[src/rtl/sec_mask_pkg.sv]
// rtl/sec_mask_pkg.sv - shared types and constants for the masked A2B converter
// Build option: SEC_A2B_REFRESH_EN adds the REFR state and one cycle of latency.
package sec_mask_pkg;

  localparam int K_WIDTH_DEF  = 32;
  localparam int N_SHARES_DEF = 3;

  // Kogge-Stone rounds per addition and random words per DOM AND at the default sizes
  localparam int LOG_K    = $clog2(K_WIDTH_DEF);
  localparam int RAND_AND = N_SHARES_DEF * (N_SHARES_DEF - 1) / 2;

  // Accept edge to o_dvld, with i_rvld held high
`ifdef SEC_A2B_REFRESH_EN
  localparam int LATENCY = 2 + (N_SHARES_DEF - 1) * (LOG_K + 2);
`else
  localparam int LATENCY = 1 + (N_SHARES_DEF - 1) * (LOG_K + 2);
`endif

  typedef enum logic [2:0] {
    ST_IDLE,
    ST_LOAD,
    ST_GEN,
    ST_KS,
    ST_FIN,
    ST_OUT,
    ST_REFR
  } a2b_state_e;

  // Slot of the random word shared by share pair (i, j), i < j, in row-major upper-triangle order
  function automatic int pair_idx(input int n, input int i, input int j);
    return i * n - (i * (i + 1)) / 2 + (j - i - 1);
  endfunction

endpackage

[src/rtl/sec_and.sv]
// rtl/sec_and.sv - N-share DOM AND gadget with one register stage and a step enable
module sec_and
  import sec_mask_pkg::*;
#(
  parameter int  K_WIDTH  = K_WIDTH_DEF,
  parameter int  N_SHARES = N_SHARES_DEF,
  localparam int RA       = N_SHARES * (N_SHARES - 1) / 2
) (
  input  logic                        clk_i,
  input  logic                        rst_ni,
  input  logic                        i_en,
  input  logic [N_SHARES*K_WIDTH-1:0] i_x,
  input  logic [N_SHARES*K_WIDTH-1:0] i_y,
  input  logic [RA*K_WIDTH-1:0]       i_r,
  output logic [N_SHARES*K_WIDTH-1:0] o_z
);

  logic [K_WIDTH-1:0] t_d [N_SHARES][N_SHARES];
  logic [K_WIDTH-1:0] t_q [N_SHARES][N_SHARES];

  // Partial products; each cross-domain term is blinded by the word it shares with its mirror term
  always_comb begin
    for (int i = 0; i < N_SHARES; i++) begin
      for (int j = 0; j < N_SHARES; j++) begin
        t_d[i][j] = i_x[i*K_WIDTH +: K_WIDTH] & i_y[j*K_WIDTH +: K_WIDTH];
        if (i < j) begin
          t_d[i][j] = t_d[i][j] ^ i_r[pair_idx(N_SHARES, i, j)*K_WIDTH +: K_WIDTH];
        end else if (i > j) begin
          t_d[i][j] = t_d[i][j] ^ i_r[pair_idx(N_SHARES, j, i)*K_WIDTH +: K_WIDTH];
        end
      end
    end
  end

  // Register every term before any recombination so no glitch can combine domains
  always_ff @(posedge clk_i) begin
    for (int i = 0; i < N_SHARES; i++) begin
      for (int j = 0; j < N_SHARES; j++) begin
        if (!rst_ni) begin
          t_q[i][j] <= '0;
        end else if (i_en) begin
          t_q[i][j] <= t_d[i][j];
        end
      end
    end
  end

  // Compress the registered terms of each domain into its output share
  always_comb begin
    o_z = '0;
    for (int i = 0; i < N_SHARES; i++) begin
      for (int j = 0; j < N_SHARES; j++) begin
        o_z[i*K_WIDTH +: K_WIDTH] = o_z[i*K_WIDTH +: K_WIDTH] ^ t_q[i][j];
      end
    end
  end

endmodule

[src/rtl/sec_a2b_iter.sv]
// rtl/sec_a2b_iter.sv - iterative masked arithmetic-to-Boolean converter (option: SEC_A2B_REFRESH_EN)
module sec_a2b_iter
  import sec_mask_pkg::*;
#(
  parameter int  K_WIDTH  = K_WIDTH_DEF,
  parameter int  N_SHARES = N_SHARES_DEF,
  localparam int RA       = N_SHARES * (N_SHARES - 1) / 2,
  localparam int LK       = $clog2(K_WIDTH)
) (
  input  logic                        clk_i,
  input  logic                        rst_ni,
  input  logic                        i_dvld,
  input  logic                        i_rvld,
  input  logic [2*RA*K_WIDTH-1:0]     i_n,
  input  logic [N_SHARES*K_WIDTH-1:0] i_a,
  output logic                        o_rdy,
  output logic [N_SHARES*K_WIDTH-1:0] o_z,
  output logic                        o_dvld
);

  localparam int NK = N_SHARES * K_WIDTH;
  localparam int RK = RA * K_WIDTH;
  localparam int JW = $clog2(N_SHARES);
  localparam int RW = $clog2(LK + 1);

  a2b_state_e      state_q, state_d;
  logic [NK-1:0]   a_q, a_d, x_q, x_d, y_q, y_d, p_q, p_d, gacc_q, gacc_d, z_q, z_d;
  logic [JW-1:0]   j_q, j_d;
  logic [RW-1:0]   r_q, r_d;
  logic            dvld_q, dvld_d;

  logic [NK-1:0]   p_cur, g_cur, y_new, sum_new, p_sh, g_sh, gand_x, gand_y, gand_z, pand_z;
  logic            gand_en, pand_en;

  // Current propagate/generate sharings and the operands for this step's two AND gadgets
  always_comb begin
    p_cur   = (r_q == '0) ? p_q : pand_z;
    g_cur   = gacc_q ^ gand_z;
    y_new   = '0;
    y_new[K_WIDTH-1:0] = a_q[j_q*K_WIDTH +: K_WIDTH];
    p_sh    = '0;
    g_sh    = '0;
    sum_new = '0;
    for (int i = 0; i < N_SHARES; i++) begin
      p_sh[i*K_WIDTH +: K_WIDTH]    = p_cur[i*K_WIDTH +: K_WIDTH] << (1 << r_q);
      g_sh[i*K_WIDTH +: K_WIDTH]    = g_cur[i*K_WIDTH +: K_WIDTH] << (1 << r_q);
      sum_new[i*K_WIDTH +: K_WIDTH] = x_q[i*K_WIDTH +: K_WIDTH] ^ y_q[i*K_WIDTH +: K_WIDTH]
                                      ^ (g_cur[i*K_WIDTH +: K_WIDTH] << 1);
    end
    gand_x  = (state_q == ST_GEN) ? x_q   : p_cur;
    gand_y  = (state_q == ST_GEN) ? y_new : g_sh;
    gand_en = i_rvld & ((state_q == ST_GEN) | (state_q == ST_KS));
    pand_en = i_rvld & (state_q == ST_KS);
  end

  sec_and #(.K_WIDTH(K_WIDTH), .N_SHARES(N_SHARES)) u_and_g (
    .clk_i (clk_i),
    .rst_ni(rst_ni),
    .i_en  (gand_en),
    .i_x   (gand_x),
    .i_y   (gand_y),
    .i_r   (i_n[0 +: RK]),
    .o_z   (gand_z)
  );

  sec_and #(.K_WIDTH(K_WIDTH), .N_SHARES(N_SHARES)) u_and_p (
    .clk_i (clk_i),
    .rst_ni(rst_ni),
    .i_en  (pand_en),
    .i_x   (p_cur),
    .i_y   (p_sh),
    .i_r   (i_n[RK +: RK]),
    .o_z   (pand_z)
  );

`ifdef SEC_A2B_REFRESH_EN
  logic [NK-1:0] z_refr;

  // Re-randomise the result: fresh words on the first N-1 shares, their XOR folded into the last
  always_comb begin
    z_refr = x_q;
    for (int i = 0; i < N_SHARES - 1; i++) begin
      z_refr[i*K_WIDTH +: K_WIDTH] = z_refr[i*K_WIDTH +: K_WIDTH] ^ i_n[i*K_WIDTH +: K_WIDTH];
      z_refr[(N_SHARES-1)*K_WIDTH +: K_WIDTH] =
        z_refr[(N_SHARES-1)*K_WIDTH +: K_WIDTH] ^ i_n[i*K_WIDTH +: K_WIDTH];
    end
  end
`endif

  // Sequencer: fold one arithmetic share per pass; nothing moves while randomness is not valid
  always_comb begin
    state_d = state_q;
    a_d     = a_q;
    x_d     = x_q;
    y_d     = y_q;
    p_d     = p_q;
    gacc_d  = gacc_q;
    z_d     = z_q;
    j_d     = j_q;
    r_d     = r_q;
    dvld_d  = dvld_q;
    if (i_rvld) begin
      case (state_q)
        ST_IDLE: begin
          if (i_dvld) begin
            a_d     = i_a;
            state_d = ST_LOAD;
          end
        end
        ST_LOAD: begin
          x_d                = '0;
          x_d[K_WIDTH-1:0]   = a_q[K_WIDTH-1:0];
          j_d                = JW'(1);
          state_d            = ST_GEN;
        end
        ST_GEN: begin
          y_d     = y_new;
          p_d     = x_q ^ y_new;
          gacc_d  = '0;
          r_d     = '0;
          state_d = ST_KS;
        end
        ST_KS: begin
          gacc_d = g_cur;
          r_d    = r_q + 1'b1;
          if (r_q == RW'(LK - 1)) state_d = ST_FIN;
        end
        ST_FIN: begin
          x_d = sum_new;
          j_d = j_q + 1'b1;
          if (j_q < JW'(N_SHARES - 1)) begin
            state_d = ST_GEN;
          end else begin
`ifdef SEC_A2B_REFRESH_EN
            state_d = ST_REFR;
`else
            z_d     = sum_new;
            dvld_d  = 1'b1;
            state_d = ST_OUT;
`endif
          end
        end
`ifdef SEC_A2B_REFRESH_EN
        ST_REFR: begin
          z_d     = z_refr;
          dvld_d  = 1'b1;
          state_d = ST_OUT;
        end
`endif
        ST_OUT: begin
          dvld_d  = 1'b0;
          state_d = ST_IDLE;
        end
        default: state_d = ST_IDLE;
      endcase
    end
  end

  // State and datapath registers with synchronous active-low clear
  always_ff @(posedge clk_i) begin
    if (!rst_ni) begin
      state_q <= ST_IDLE;
      a_q     <= '0;
      x_q     <= '0;
      y_q     <= '0;
      p_q     <= '0;
      gacc_q  <= '0;
      z_q     <= '0;
      j_q     <= '0;
      r_q     <= '0;
      dvld_q  <= 1'b0;
    end else begin
      state_q <= state_d;
      a_q     <= a_d;
      x_q     <= x_d;
      y_q     <= y_d;
      p_q     <= p_d;
      gacc_q  <= gacc_d;
      z_q     <= z_d;
      j_q     <= j_d;
      r_q     <= r_d;
      dvld_q  <= dvld_d;
    end
  end

  assign o_rdy  = (state_q == ST_IDLE);
  assign o_z    = z_q;
  assign o_dvld = dvld_q;

endmodule
[config.mk]
export PLATFORM = sky130hd
export DESIGN_NAME = sec_a2b_iter
export DESIGN_NICKNAME = d
export VERILOG_FILES = /design/src/rtl/sec_mask_pkg.sv /design/src/rtl/sec_and.sv /design/src/rtl/sec_a2b_iter.sv
export SDC_FILE = /design/constraint.sdc
export NUM_CORES = 2
export LEC_CHECK = 0
export BUFFER_PORTS_ARGS = -buffer_cell sky130_fd_sc_hd__buf_2
export CORE_MARGIN = 4
export CORE_UTILIZATION = 50
export CTS_CLUSTER_SIZE = 28
export DETAILED_ROUTE_END_ITERATION = 7
export HOLD_SLACK_MARGIN = 0.12
export PLACE_DENSITY = 0.68
export SLEW_MARGIN = 20
export SYNTH_ARGS = -nofsm -noshare
export SYNTH_HDL_FRONTEND = slang
export SYNTH_SLANG_ARGS = --single-unit
[constraint.sdc]
create_clock -name clk_i -period 22.2 [get_ports clk_i]
set_input_delay 4.44 -clock clk_i [delete_from_list [all_inputs] [get_ports clk_i]]
set_output_delay 4.44 -clock clk_i [all_outputs]
set_load 0.01 [all_outputs]
---- Word-level counts from Yosys, hierarchy flattened ----
Memory sizes are Yosys's and may differ from the RTL's.
Index checks and enable logic that the tools add are counted.
word-level totals
  input bits .............................. 292
  register bits after elaboration ......... 521
  output and inout bits ................... 98
  bits in writable memories ............... 576
  memories kept ........................... 2
  logic and storage cells ................. 152
memories
  name         depth  bits a word  rd ports  clocked after Yosys merged registers in  write ports  RTL line       text
  u_and_g.t_q  3      96           3         0                                        3            sec_and.sv:19  logic [K_WIDTH-1:0] t_q [N_SHARES][N_SHARES];
  u_and_p.t_q  3      96           3         0                                        3            sec_and.sv:19
operators by class
  bitwise logic cells ..................... 70
  muxes and demuxes ....................... 38
  shift-type cells ........................ 8
  equal/unequal tests ..................... 9
  reductions and logical operators ........ 12
  magnitude comparators ................... 1
  add/sub/neg operators ................... 2
operator list
  kind                                                  count
  XOR 32 bit                                            28
  bitwise AND 32 bit                                    18
  two-way mux 32 bit                                    18
  one-hot mux 96 bit (2 select lines)                   2
  two-way mux 96 bit                                    3
  left shift 32 x 32 -> 32 bit                          6
  indexed part select 96 x 8 -> 32 bit                  1
  XOR 96 x 32 -> 96 bit                                 1
  XOR 96 bit                                            1
  left shift 1 x 3 -> 32 bit (first input constant)     1
  OR 1 bit                                              19
  one-hot mux 3 bit (5 select lines)                    1
  AND reduction 3 bit                                   4
  equality test 3 bit (second input constant)           3
  two-way mux 3 bit                                     3
  two-way mux 1 bit                                     8
  equality test 3 x 2 -> 1 bit (second input constant)  2
  logical NOT 3 bit                                     2
  one-hot mux 3 bit (2 select lines)                    1
  AND reduction 2 bit                                   3
  nonzero test 2 bit                                    3
  inequality test 2 bit (second input constant)         2
  one-hot mux 2 bit (2 select lines)                    1
  adder 3 x 1 -> 3 bit (second input constant)          1
  7 further kinds                                       8

---- Depth between registers and ports, before layout ----
An unclocked memory read counts as a cell.
  word-level depth ........................ 9
  depth in mapped cells ................... 17
  gate-level depth less buffers ........... 10

---- Cells and area by module ----
From an unflattened synthesis, not the netlist that was laid out.
unflattened totals
  cells, all modules ...................... 7552
  area total of the unflattened synthesis .. 67908.9 µm²
by module, submodules not included
  module        sequential area each (µm²)  area an instance (µm²)  times used  cells each
  sec_a2b_iter  10309.9                     36673.9                 1           5180
  sec_and       8648.3                      15617.5                 2           1186

---- Least setup slack after synthesis ----
Ideal clock, no wire load.
  path type ............................... input to register
  start point ............................. input rst_ni
  end point ............................... memory u_and_p.t_q[0][0] (netlist bit) (enable)
  arrival time ............................ 9784 ps
  path slack .............................. 10301 ps
  setup time .............................. 2114 ps
  data required time ...................... 20086 ps
  stages on the path ...................... 4
  path buffers ............................ 3
  path through ............................ clkbuf_1 > clkbuf_1 > clkbuf_1 > nand2_1
RTL lines
  what         RTL line            text
  from (decl)  sec_a2b_iter.sv:11  input logic rst_ni,
  to (decl)    sec_and.sv:19

==> reports/summary.md <==
Setup slack on the worst reg-to-reg path comes out at 16,280 ps. Data arrives at the worst endpoint at 8840 ps. Counting buffers and inverters, the worst setup path is 7 cells deep. TritonCTS built the clock tree. The count of cells in the finished layout, fillers not included, comes to 8,912.

The area of the die is 132,000 sq um. In this run the critical register-to-register path is captured at u_and_p.t_q[2][50]. The total clock buffers created by CTS is 116. The number of antenna violations at the first check in global routing is 34, and the final count of negative-setup-slack endpoints is 0. Compared with the post-synthesis result, the final layout area differs by 12.4%. Entering global routing, the biggest net connects 158 pins.

The category of cells accounting for the largest share of critical-path delay was simple AND/OR/NAND/NOR gates. After detailed routing, the number of remaining DRC violations is 0. In this run, post-CTS repair resized a total of 0 instances.

Power per standard cell area: 75.5 nW/um^2. The leakage power total was 26.0 nW; the highest ir drop seen on vdd was 0.0603 mV. The top fanout value on the critical path works out to 67. Across all hold checks on the routed design, the worst slack comes to 460 ps. In this run, synthesis inferred 558 flip-flops with an integrated enable. The first global-routing pass estimated 409 mm of wire. The clock period minus final worst setup slack was 8230 ps; the stage delay of the slowest cell on the critical path was 920 ps. Termination of the worst setup path: u_and_g.t_q[2][73]. After clock tree synthesis, the clock-pin slew on the worst setup and hold paths is 60 ps.

Counting every instance in the synthesized netlist gives 6,915. The source of the critical timing path is i_rvld. The largest total area in the synthesized netlist belongs to edfxtp_1.

Traced cell by cell, the critical path runs through buf_2, and3_1, and2_4, buf_4, nand2_2, or4_1, nand3_1. In this run, the number of DRC markers left after iteration 0 of detailed routing was 8,890. The filler cells instantiated in the layout total 11,279. Across the run, the number of max-cap violations was 0. For this run the aggregate overflow at the end of global routing stands at 0. Across all layers, the routed design uses 59,108 vias.

The post-route netlist has 12.6% of its cells at a drive strength greater than 1. The clock arrives with 33.1 ps of skew. Once layout is done, the placed cells without fillers occupy 71,000 sq um. For the number of global-route vias before repair, the log shows 54,730. The final total negative setup slack is 0 ps. The worst hold path belongs to the class register to register. Clock tree synthesis selected as its root buffer the cell clkbuf_16.

The worst register-to-register path begins at r_q[0]. The number of unique standard cell types used by synthesis is 97, and the multi-input combinational cell area is 34,400 sq um. Transition at the pin with the smallest max-transition slack: 1300 ps.

Number of nets in the layout: 7,440. The logs give 3 for the count of H-tree levels built during CTS and 67,000 sq um for the placed standard-cell area. After detailed routing, the total wire length is 298 mm.

The tools report the startpoint class of the critical path as an input pin. The library cells used most frequently in the layout, excluding fill and tap cells, are 1,044 x nand2_1, 558 x edfxtp_1, 507 x nor2_1. For the number of endpoints with negative hold slack in the final report, the log shows 0. Once detail routing completed, the nets flagged for antenna violations numbered 0. The number of cells traversed by the worst register-to-register path was 12; the via count normalized by instance count was 6.63. Yosys printed 0 warnings. For this run, the top clock speed supported by timing is 0.122 GHz. The number of hold buffers added after CTS was 0.

The congestion estimate from routability-driven global placement came to 1.07. The vertical extent of the die was 363 microns; the floorplan row count was 130. The critical path contains buffers and inverters numbering 2 combined. After synthesis, flip-flops and latches occupy 42.7% of the total area. By startpoint and endpoint, the worst setup path is classified as input pin to register.

In this run the tool buffered the top-level ports with 381 buffer cells. Dividing the synthesized area by the synthesized cell count gives 9.13 sq um. The global-route usage over all layers is 43.5%. By area the synthesized netlist is led by edfxtp_1 27%, dfxtp_1 16%, nand2_1 6.2%, xnor2_1 5.9%, o21ai_0 3.4%. In this run, synthesis produced a sequential element count of 1,067.

The initial utilization of the core area, before any placement, comes to 50.3%. STA classifies the critical path endpoint as a register. For the total area of sequential cells, the log shows 26,900 sq um.

The worst path uses 37.1% of the clock period. The logs give 0 for the max-slew violation count and 63,200 sq um for the area of the mapped netlist. Dividing the detail-routed wire length by the instance count gives 33.4 microns. Counting flops with an async set or reset pin after synthesis yields a share of 0%. Cells fill 56.5% of the core in the end.

The logs give 126,000 sq um for the floorplan core area and 222 mm for the placed wire-length estimate after detailed placement. The run gives 390 as the number of top-level pins. Setup repair after global routing left no endpoint under its margin. For the worst-skew pair, the clock arrives at the later sink with an insertion delay of 760 ps. The fraction of synthesized cell area taken by the top area cell type is 26.5%. In this run the tightest slew margin relative to its limit is 12.7%. The clock drives 1,067 sinks.

The run finished with clean final reports. Before antenna repair, the detailed router went through 8 iterations. For the maximum count of clock buffers along a single path, the log shows 3.

The leading cell type in the layout, fill and taps excluded is nand2_1. The data required time of the critical path was 22,810 ps. The floorplan step set the die width to 363 microns. On the critical path, the stage with the largest delay is an instance of and3_1.

After clock tree synthesis, the setup repair step added 0 buffers. Among all flip-flop cells after synthesis, the most frequent one is edfxtp_1. The run gives 8,673 as the placed cell count.
[state kept, by name (all words and copies together) (netlist names), 32 cells and up]
| signal | count |
|---|---|
| a_q | 96 |
| gacc_q | 93 |
| o_z | 94 |
| p_q | 91 |
| u_and_g.t_q | 279 |
| u_and_p.t_q | 279 |
| x_q | 94 |
| y_q | 32 |
[Yosys cell counts, types with 29 or more instances]
master       n
nand3_1    101
buf_2       73
and2_1     125
o21a_1      29
a22oi_1     92
or3_1       92
nand3b_1    32
nand2b_1    66
xor2_1     200
nor2b_1     97
a21boi_0   207
edfxtp_1   558
xor3_1      56
inv_1       57
o22ai_1    182
nor3_1     286
a21oi_1    360
a221oi_1    32
a211oi_1    46
dfxtp_1    509
a22o_1      42
o21ai_0    423
nor2_1     516
and3_1      46
nor3b_1     59
o31ai_1     33
clkbuf_1   347
a31oi_1     29
mux2i_1    203
nand2_1   1051
xnor2_1    429
o211a_1     37
xnor3_1     32
buf_1       34
o211ai_1    49
[worst register-to-register path: stages (launching register included)]
cell and delay (ps):
dfxtp_1 380, inv_1 120, ha_2 240, nand2b_4 530, buf_4 740, buf_4 740
mux2i_1 1110, o22ai_1 290, o21ai_0 210, a21boi_0 850, a21oi_1 210, xnor2_1 190
nor2_1 50
[area by class of cell]
type / count / share of cell area, %
flip-flops and latches: 1067 / 38.0
well taps: 1650 / 2.91
repair buffers: 573 / 4.79
multi-input cells: 5326 / 48.5
inverters: 58 / 0.317
diodes: 19 / 0.0670
clock inverters: 49 / 0.643
clock buffers: 170 / 4.78
[metal layers]
| layer | share of wire, % | track usage [%] | vias up |
|---|---|---|---|
| met5 | 0.026 | 0 | - |
| met4 | 8.0 | 28.7 | 12 |
| met3 | 13 | 13.1 | 903 |
| met2 | 42 | 63.6 | 4077 |
| met1 | 37 | 55.7 | 28723 |
| li1 | - | - | 25393 |
[worst min path at each step]
stage	start	to	slack, ps	cells after the start
global route	o_z[83]	o_z[83]	480	2
finish	p_q[87]	p_q[87]	460	2
detailed placement	o_z[83]	o_z[83]	450	2
CTS	o_z[83]	o_z[83]	460	2
global placement	p_q[45]	p_q[45]	450	2
floorplan	p_q[87]	p_q[87]	440	2
[cells by family after synthesis]
logic type               count (synthesis)  share of synthesized area [%]
flip-flops                            1067                           42.7
multiplexers                           251                           4.54
adder cells (fa/ha/maj)                  6                          0.119
AO/OA/AOI/OAI                         1785                           18.5
XOR/XNOR                               722                           12.1
AND/OR/NAND/NOR                       2560                           18.7
buffers and inverters                  523                           3.32
other                                    1                        0.00594
[metrics by stage]
stage          total power, mW  setup WS (ps)
2_1_floorplan             2.85          10300
3_3_place_gp              3.33          13430
5_1_grt                   5.46          14010
4_1_cts                   5.31          14150
6_report                  5.36          13970
3_5_place_dp              3.34          13360
[power by group]
part	internal (mW)	switching, mW
Combinational	0.346	0.822
Clock	1.13	0.864
Sequential	2.16	0.0410
Total	3.63	1.73
Power figures use the tool's default switching activity.
